`config.mk`:
```
export PLATFORM = sky130hd
export DESIGN_NAME = mcp_controller_ws_flat
export DESIGN_NICKNAME = d
export VERILOG_FILES = /design/src/rtl/mcp_controller_ws_if.sv /design/src/rtl/mcp_controller_ws.sv /design/src/flat_wrapper.sv
export SDC_FILE = /design/constraint.sdc
export NUM_CORES = 1
export LEC_CHECK = 0
export CORE_MARGIN = 4
export CORE_UTILIZATION = 40
export CTS_CLUSTER_SIZE = 40
export DETAILED_ROUTE_END_ITERATION = 8
export PLACE_DENSITY_LB_ADDON = 0.1
export SLEW_MARGIN = 20
export SYNTH_ARGS = -nofsm -noshare
export SYNTH_HDL_FRONTEND = slang
export SYNTH_SLANG_ARGS = --single-unit
```
`constraint.sdc`:
```
create_clock -name clk -period 2.8 [get_ports clk]
set_input_delay 0.56 -clock clk [delete_from_list [all_inputs] [get_ports clk]]
set_output_delay 0.56 -clock clk [all_outputs]
set_load 0.005 [all_outputs]
```
`src/rtl/mcp_controller_ws_if.sv`:
```
// mcp_controller_ws_if: instruction fields, ALU flag and datapath control lines between controller and datapath.
interface mcp_controller_ws_if;
    logic [5:0] op;
    logic [5:0] funct;
    logic       zero;
    logic       pcen;
    logic       memwrite;
    logic       irwrite;
    logic       regwrite;
    logic       alusrca;
    logic       iord;
    logic       memtoreg;
    logic       regdst;
    logic [1:0] alusrcb;
    logic [1:0] pcsrc;
    logic [2:0] alucontrol;
    logic [3:0] state;
    modport master (
        input  op, funct, zero,
        output pcen, memwrite, irwrite, regwrite, alusrca, iord, memtoreg, regdst,
               alusrcb, pcsrc, alucontrol, state
    );
    modport slave (
        output op, funct, zero,
        input  pcen, memwrite, irwrite, regwrite, alusrca, iord, memtoreg, regdst,
               alusrcb, pcsrc, alucontrol, state
    );
endinterface

```
`src/rtl/mcp_controller_ws.sv`:
```
// mcp_controller_ws: multicycle MIPS controller with configurable memory wait states.
module mcp_controller_ws #(
    parameter int MEM_LATENCY = 0,
    parameter int WCNT_W      = 4
) (
    input logic                 clk,
    input logic                 reset,
    mcp_controller_ws_if.master ctl
);
    typedef enum logic [3:0] {
        FETCH = 4'd0, DECODE = 4'd1, MEMADR = 4'd2, MEMRD = 4'd3, MEMWB = 4'd4,
        MEMWR = 4'd5, RTYPEEX = 4'd6, RTYPEWB = 4'd7, BEQEX = 4'd8, ADDIEX = 4'd9,
        ADDIWB = 4'd10, JEX = 4'd11, BNEEX = 4'd12
    } state_t;
    localparam logic [5:0] OP_LW = 6'b100011, OP_SW = 6'b101011, OP_R = 6'b000000,
        OP_BEQ = 6'b000100, OP_BNE = 6'b000101, OP_ADDI = 6'b001000, OP_J = 6'b000010;
    state_t            state_q, state_d;
    logic [WCNT_W-1:0] wcnt_q, wcnt_d, wnext;
    logic              last;
    logic [2:0]        falu;
    assign last  = wcnt_q == WCNT_W'(MEM_LATENCY);
    assign wnext = last ? '0 : WCNT_W'(wcnt_q + 1'b1);
    assign ctl.state = state_q;
    assign falu = ctl.funct == 6'b100010 ? 3'b110 :
                  ctl.funct == 6'b100100 ? 3'b000 :
                  ctl.funct == 6'b100101 ? 3'b001 :
                  ctl.funct == 6'b101010 ? 3'b111 : 3'b010;
    always_ff @(posedge clk or posedge reset) begin
        if (reset) begin
            state_q <= FETCH;
            wcnt_q  <= '0;
        end else begin
            state_q <= state_d;
            wcnt_q  <= wcnt_d;
        end
    end
    always_comb begin
        state_d        = FETCH;
        wcnt_d         = '0;
        ctl.pcen       = 1'b0;
        ctl.memwrite   = 1'b0;
        ctl.irwrite    = 1'b0;
        ctl.regwrite   = 1'b0;
        ctl.alusrca    = 1'b0;
        ctl.iord       = 1'b0;
        ctl.memtoreg   = 1'b0;
        ctl.regdst     = 1'b0;
        ctl.alusrcb    = 2'b00;
        ctl.pcsrc      = 2'b00;
        ctl.alucontrol = 3'b010;
        case (state_q)
            FETCH: begin
                ctl.alusrcb = 2'b01;
                ctl.irwrite = last;
                ctl.pcen    = last;
                wcnt_d      = wnext;
                state_d     = last ? DECODE : FETCH;
            end
            DECODE: begin
                ctl.alusrcb = 2'b11;
                state_d = (ctl.op == OP_LW || ctl.op == OP_SW) ? MEMADR :
                          ctl.op == OP_R    ? RTYPEEX :
                          ctl.op == OP_BEQ  ? BEQEX :
                          ctl.op == OP_BNE  ? BNEEX :
                          ctl.op == OP_ADDI ? ADDIEX :
                          ctl.op == OP_J    ? JEX : FETCH;
            end
            MEMADR: begin
                ctl.alusrca = 1'b1;
                ctl.alusrcb = 2'b10;
                state_d     = ctl.op == OP_SW ? MEMWR : MEMRD;
            end
            MEMRD: begin
                ctl.iord = 1'b1;
                wcnt_d   = wnext;
                state_d  = last ? MEMWB : MEMRD;
            end
            MEMWB: begin
                ctl.regwrite = 1'b1;
                ctl.memtoreg = 1'b1;
            end
            MEMWR: begin
                ctl.iord     = 1'b1;
                ctl.memwrite = last;
                wcnt_d       = wnext;
                state_d      = last ? FETCH : MEMWR;
            end
            RTYPEEX: begin
                ctl.alusrca    = 1'b1;
                ctl.alucontrol = falu;
                state_d        = RTYPEWB;
            end
            RTYPEWB: begin
                ctl.regwrite   = 1'b1;
                ctl.regdst     = 1'b1;
                ctl.alucontrol = falu;
            end
            BEQEX, BNEEX: begin
                ctl.alusrca    = 1'b1;
                ctl.alucontrol = 3'b110;
                ctl.pcsrc      = 2'b01;
                ctl.pcen       = (state_q == BEQEX) ? ctl.zero : ~ctl.zero;
            end
            ADDIEX: begin
                ctl.alusrca = 1'b1;
                ctl.alusrcb = 2'b10;
                state_d     = ADDIWB;
            end
            ADDIWB: ctl.regwrite = 1'b1;
            JEX: begin
                ctl.pcsrc = 2'b10;
                ctl.pcen  = 1'b1;
            end
            default: state_d = FETCH;
        endcase
        // strobes are suppressed while reset is held, even though the state already reads FETCH
        if (reset) begin
            ctl.pcen     = 1'b0;
            ctl.memwrite = 1'b0;
            ctl.irwrite  = 1'b0;
            ctl.regwrite = 1'b0;
        end
    end
endmodule
```
`src/flat_wrapper.sv`:
```
// flat-port wrapper written by rule: the top's interface ports become plain ports
module mcp_controller_ws_flat 
#(
    parameter int MEM_LATENCY = 0,
    parameter int WCNT_W      = 4
)
  (clk, reset, ctl_op, ctl_funct, ctl_zero, ctl_pcen, ctl_memwrite, ctl_irwrite, ctl_regwrite, ctl_alusrca, ctl_iord, ctl_memtoreg, ctl_regdst, ctl_alusrcb, ctl_pcsrc, ctl_alucontrol, ctl_state);
  mcp_controller_ws_if ctl_i ();
  input logic clk;
  input logic reset;
  input wire logic [$bits(ctl_i.op)-1:0] ctl_op;
  input wire logic [$bits(ctl_i.funct)-1:0] ctl_funct;
  input wire logic [$bits(ctl_i.zero)-1:0] ctl_zero;
  output wire logic [$bits(ctl_i.pcen)-1:0] ctl_pcen;
  output wire logic [$bits(ctl_i.memwrite)-1:0] ctl_memwrite;
  output wire logic [$bits(ctl_i.irwrite)-1:0] ctl_irwrite;
  output wire logic [$bits(ctl_i.regwrite)-1:0] ctl_regwrite;
  output wire logic [$bits(ctl_i.alusrca)-1:0] ctl_alusrca;
  output wire logic [$bits(ctl_i.iord)-1:0] ctl_iord;
  output wire logic [$bits(ctl_i.memtoreg)-1:0] ctl_memtoreg;
  output wire logic [$bits(ctl_i.regdst)-1:0] ctl_regdst;
  output wire logic [$bits(ctl_i.alusrcb)-1:0] ctl_alusrcb;
  output wire logic [$bits(ctl_i.pcsrc)-1:0] ctl_pcsrc;
  output wire logic [$bits(ctl_i.alucontrol)-1:0] ctl_alucontrol;
  output wire logic [$bits(ctl_i.state)-1:0] ctl_state;
  assign ctl_i.op = ctl_op;
  assign ctl_i.funct = ctl_funct;
  assign ctl_i.zero = ctl_zero;
  assign ctl_pcen = ctl_i.pcen;
  assign ctl_memwrite = ctl_i.memwrite;
  assign ctl_irwrite = ctl_i.irwrite;
  assign ctl_regwrite = ctl_i.regwrite;
  assign ctl_alusrca = ctl_i.alusrca;
  assign ctl_iord = ctl_i.iord;
  assign ctl_memtoreg = ctl_i.memtoreg;
  assign ctl_regdst = ctl_i.regdst;
  assign ctl_alusrcb = ctl_i.alusrcb;
  assign ctl_pcsrc = ctl_i.pcsrc;
  assign ctl_alucontrol = ctl_i.alucontrol;
  assign ctl_state = ctl_i.state;
  mcp_controller_ws #(.MEM_LATENCY(MEM_LATENCY), .WCNT_W(WCNT_W)) u_core (.clk(clk), .reset(reset), .ctl(ctl_i));
endmodule
```
==> results.md <==
* Leak pwr at 0.000447 µW
* Number of buffers inserted by port buffering at 33
* End point of the worst hold path: u_core.wcnt_q[0]
* Post-route core utilization at 66.2%
* Row cnt at 15
* Worst slew pin tran at 450 ps
* Global-route total usage across every layer at 17.8%
* Clock transition at the registers of the reported paths at 50 ps
* First drt pass iteration count at 4
* Num Clock Sinks at 8
* Pin count of the biggest net entering global routing at 17
* Final global-route overflow total at 0
* Synth top area share at 25.6%
* Vias at 855
* Vias in the first global route at 810
* Number of flops mapped to enable cells by yosys at 0
* Worst setup EP type: output pin
* Clock Latency Late Sink at 250 ps
* Number of hold-slack violations in the final timing report at 0
* Startpoint of the most critical hold path: u_core.wcnt_q[0]
* Run status: finished clean
* Detailed-routed wire length on met3 at 130 µm
* Top cells by instance count after synthesis: 16 x sky130_fd_sc_hd__nor2_1, 8 x sky130_fd_sc_hd__dfrtp_1, 7 x sky130_fd_sc_hd__inv_1, 7 x sky130_fd_sc_hd__nor3_1
* Buffer depth of the longest clock path at 2
* Combinational cell fraction of total power at 61.1%
* Synth Flop Type: sky130_fd_sc_hd__dfrtp_1
* Final setup vio count at 0
* Cell at the slowest stage of the critical path: sky130_fd_sc_hd__clkdlybuf4s50_1
* Depth of the worst register-to-register path at 3
* Slew Limit Fails at 0
* Die extent in x at 52.3 µm
* Launch instance of the worst register-to-register path: u_core.ctl.state[0]
* Cell count along the critical path at 6
* Power density over the cells at 608 mW/mm²
* Worst hold path stage count at 2
* Cts hold-fix bufs at 0
* Routed wire per std cell at 13.0 µm
* Initial antenna violation count at 0
* Proportion of layout cells with a drive suffix above 1 at 10.9%
* Hold_ws at 554 ps
* Min Clock Period, post-route at 2670 ps
* Count of warnings emitted by yosys at 0
* Post-route met1 wirelength at 1010 µm
* Crit-path max FO at 3
* Top post-synthesis cells by area: sky130_fd_sc_hd__dfrtp_1 26%, sky130_fd_sc_hd__nor2_1 7.7%, sky130_fd_sc_hd__nand2b_1 4.8%
* Routed vias/inst at 5.25
* Post-route clock period utilization at 95.3%
* Netlist area before placement at 783 µm²
* Ports at 34
* Classification of the worst setup path: reg2out
* Number of antenna repair diodes at 0
* Initial standard-cell utilization of the core at 43.9%
* Net switching component of the power at 288 µW
* Post-synth top area cell: sky130_fd_sc_hd__dfrtp_1
* Total buffers and inverters traversed by the critical path at 2
* Sort of element at the start of the critical path: register
* Sequential fraction of design power at 26.5%
* Area of the die at 0.00273 mm²
* Pre-CTS WS at 176 ps
* Cells traversed along the worst timing path: inv_1 > ha_1 > or3b_4 > nor4_2 > o31a_1 > clkdlybuf4s50_1
* Core Box Area at 0.00178 mm²
* Mean instance size in the synthesized netlist at 7.68 µm²
* Max Clock Skew at 1.43 ps
* Sum of routed wire length over all layers at 2110 µm
* Number of nets in the finished design at 157
* Kind of cell with the highest combined delay on the critical path: simple AND/OR/NAND/NOR gates
* Upper clock frequency limit at 0.375 GHz
* Max H-tree Level at 1
* Number of nets in the synthesized netlist at 119
* Worst Setup Slack, final at 132 ps
* Last weighted congestion value of the routability-driven placer at 0.824
* Fraction of the yosys area taken by sequential cells at 25.6%
* WL met2 at 955 µm
* Flip-flop and latch count after synthesis at 8
* Cell-internal power at 429 µW
* DR DRC count at 0
* Count of max-cap constraint violations at 0
* Clock tree from TritonCTS: built
* Max layer used: met4
* Total CTS buffers at 3
* Remaining number of nets flagged by the antenna check after routing at 0
* Total half-perimeter wirelength after legalization and detailed placement at 1680 µm
* Required time at the endpoint of the critical path at 2240 ps
* Die Y at 52.3 µm
* Number of different library cells in the post-synthesis netlist at 37
* Most used standard cell by instance count after synthesis: sky130_fd_sc_hd__nor2_1
* CP arrival at 2110 ps
* Async set-reset flop share out of synthesis at 100%
* Headroom to the max-slew limit at 70.0%
* Layout-stage area growth over the synthesis result at 50.6%
* First-iteration detailed-routing DRC count at 19
* Synthesized netlist cell count at 102
* Clock network fraction of total power at 12.4%
* Critical path's largest stage delay at 500 ps
* Reg-to-reg slack, setup at 1070 ps
* Path class of the lowest-slack min-delay path: reg2reg
* Clk root buf: sky130_fd_sc_hd__clkbuf_4
* Capture instance of the worst register-to-register path: u_core.ctl.state[1]
* Global-route wire length before repair at 3720 µm
* Maximum ir drop on the vdd rail at 0.354 mV
* Sw Ratio at 40.2%
==> power by group through the flow <==
stage / registers [µW] / clock network, µW / logic [µW]
detailed placement: 188 / 0 / 436
floorplan: 158 / 0 / 278
finish: 190 / 89.0 / 438
global route: 200 / 96.8 / 494
global placement: 190 / 0 / 430
CTS: 186 / 91.5 / 439
==> logic make-up (layout without fill, tap and decap cells) <==
| kind of cell | after synthesis | in the layout | synth area share (%) |
|---|---|---|---|
| AO/OA/AOI/OAI | 20 | 20 | 19.2 |
| XOR/XNOR | 5 | 5 | 5.59 |
| adder cells (fa/ha/maj) | 2 | 2 | 3.19 |
| buffers and inverters | 12 | 48 | 7.83 |
| flip-flops | 8 | 8 | 25.6 |
| AND/OR/NAND/NOR | 55 | 55 | 38.7 |
==> cell usage in the layout (no fill, tap or decap), types with 2 or more instances in the layout <==
cell type / Yosys / layout
sky130_fd_sc_hd__nand3_1: 3 / 3
sky130_fd_sc_hd__clkdlybuf4s50_1: 0 / 33
sky130_fd_sc_hd__nor4_1: 3 / 2
sky130_fd_sc_hd__or2_1: 2 / 2
sky130_fd_sc_hd__dfrtp_1: 8 / 7
sky130_fd_sc_hd__o21ai_0: 4 / 4
sky130_fd_sc_hd__nand2_1: 6 / 6
sky130_fd_sc_hd__and4b_1: 2 / 2
sky130_fd_sc_hd__nor3b_1: 2 / 2
sky130_fd_sc_hd__a21oi_1: 4 / 4
sky130_fd_sc_hd__clkbuf_4: 0 / 3
sky130_fd_sc_hd__ha_1: 2 / 2
sky130_fd_sc_hd__nand2b_1: 6 / 6
sky130_fd_sc_hd__nor2_1: 16 / 16
sky130_fd_sc_hd__buf_4: 0 / 5
sky130_fd_sc_hd__nor3_1: 7 / 7
sky130_fd_sc_hd__a31oi_1: 3 / 3
sky130_fd_sc_hd__xnor2_1: 4 / 4
sky130_fd_sc_hd__inv_1: 7 / 7
==> state kept, by name, summed over array words and instances (netlist names) <==
name / cells
u_core.ctl.state: 4
u_core.wcnt_q: 4
==> what timing repair did <==
action	4_1_cts	5_1_grt
setup endpoints to repair	0	1
resized for setup	0	3
hold endpoints to repair	0	0
setup buffers	0	1
==> worst min-delay path: cells and delay by family, from the launching register on <==
| kind | cells | cell delay (ps) |
|---|---|---|
| buf+inv | 1 | 120 |
| simple gates | 1 | 50 |
| flops | 1 | 350 |
==> worst max path at each step <==
stage / startpoint / endpoint / slack, ps
2_1_floorplan: u_core.wcnt_q[0] / ctl_pcen / 920
3_3_place_gp: ctl_funct[1] / ctl_alucontrol[0] / 240
3_5_place_dp: ctl_funct[1] / ctl_alucontrol[0] / 180
4_1_cts: u_core.wcnt_q[0] / ctl_pcen / 60
5_1_grt: u_core.wcnt_q[0] / ctl_pcen / -30
6_report: u_core.wcnt_q[1] / ctl_pcen / 130
==> through the flow <==
stage / instance area [µm²] / power (µW) / instances / setup TNS, ps
2_1_floorplan: 783 / 436 / 102 / 0
3_3_place_gp: 1140 / 619 / 159 / 0
3_5_place_dp: 1140 / 624 / 159 / 0
4_1_cts: 1160 / 716 / 162 / 0
5_1_grt: 1180 / 791 / 163 / -34.0
6_report: 1180 / 717 / 163 / 0
==> layer usage <==
| layer | GRT usage [%] | vias up |
|---|---|---|
| met2 | 29.9 | 31 |
| li1 | - | 439 |
| met4 | 3.83 | 0 |
| met5 | 0 | - |
| met3 | 2.85 | 2 |
| met1 | 23.8 | 383 |
==> final cells by class <==
cell class | instances | area [µm²]
Sequential cell | 8 | 201
Clock buffer | 3 | 22.5
Fill cell | 156 | 603
Inverter | 7 | 26.3
Timing Repair Buffer | 38 | 368
Tap cell | 25 | 31.3
Multi-Input combinational cell | 82 | 531
No activity file was read; power rests on OpenSTA's default activity.
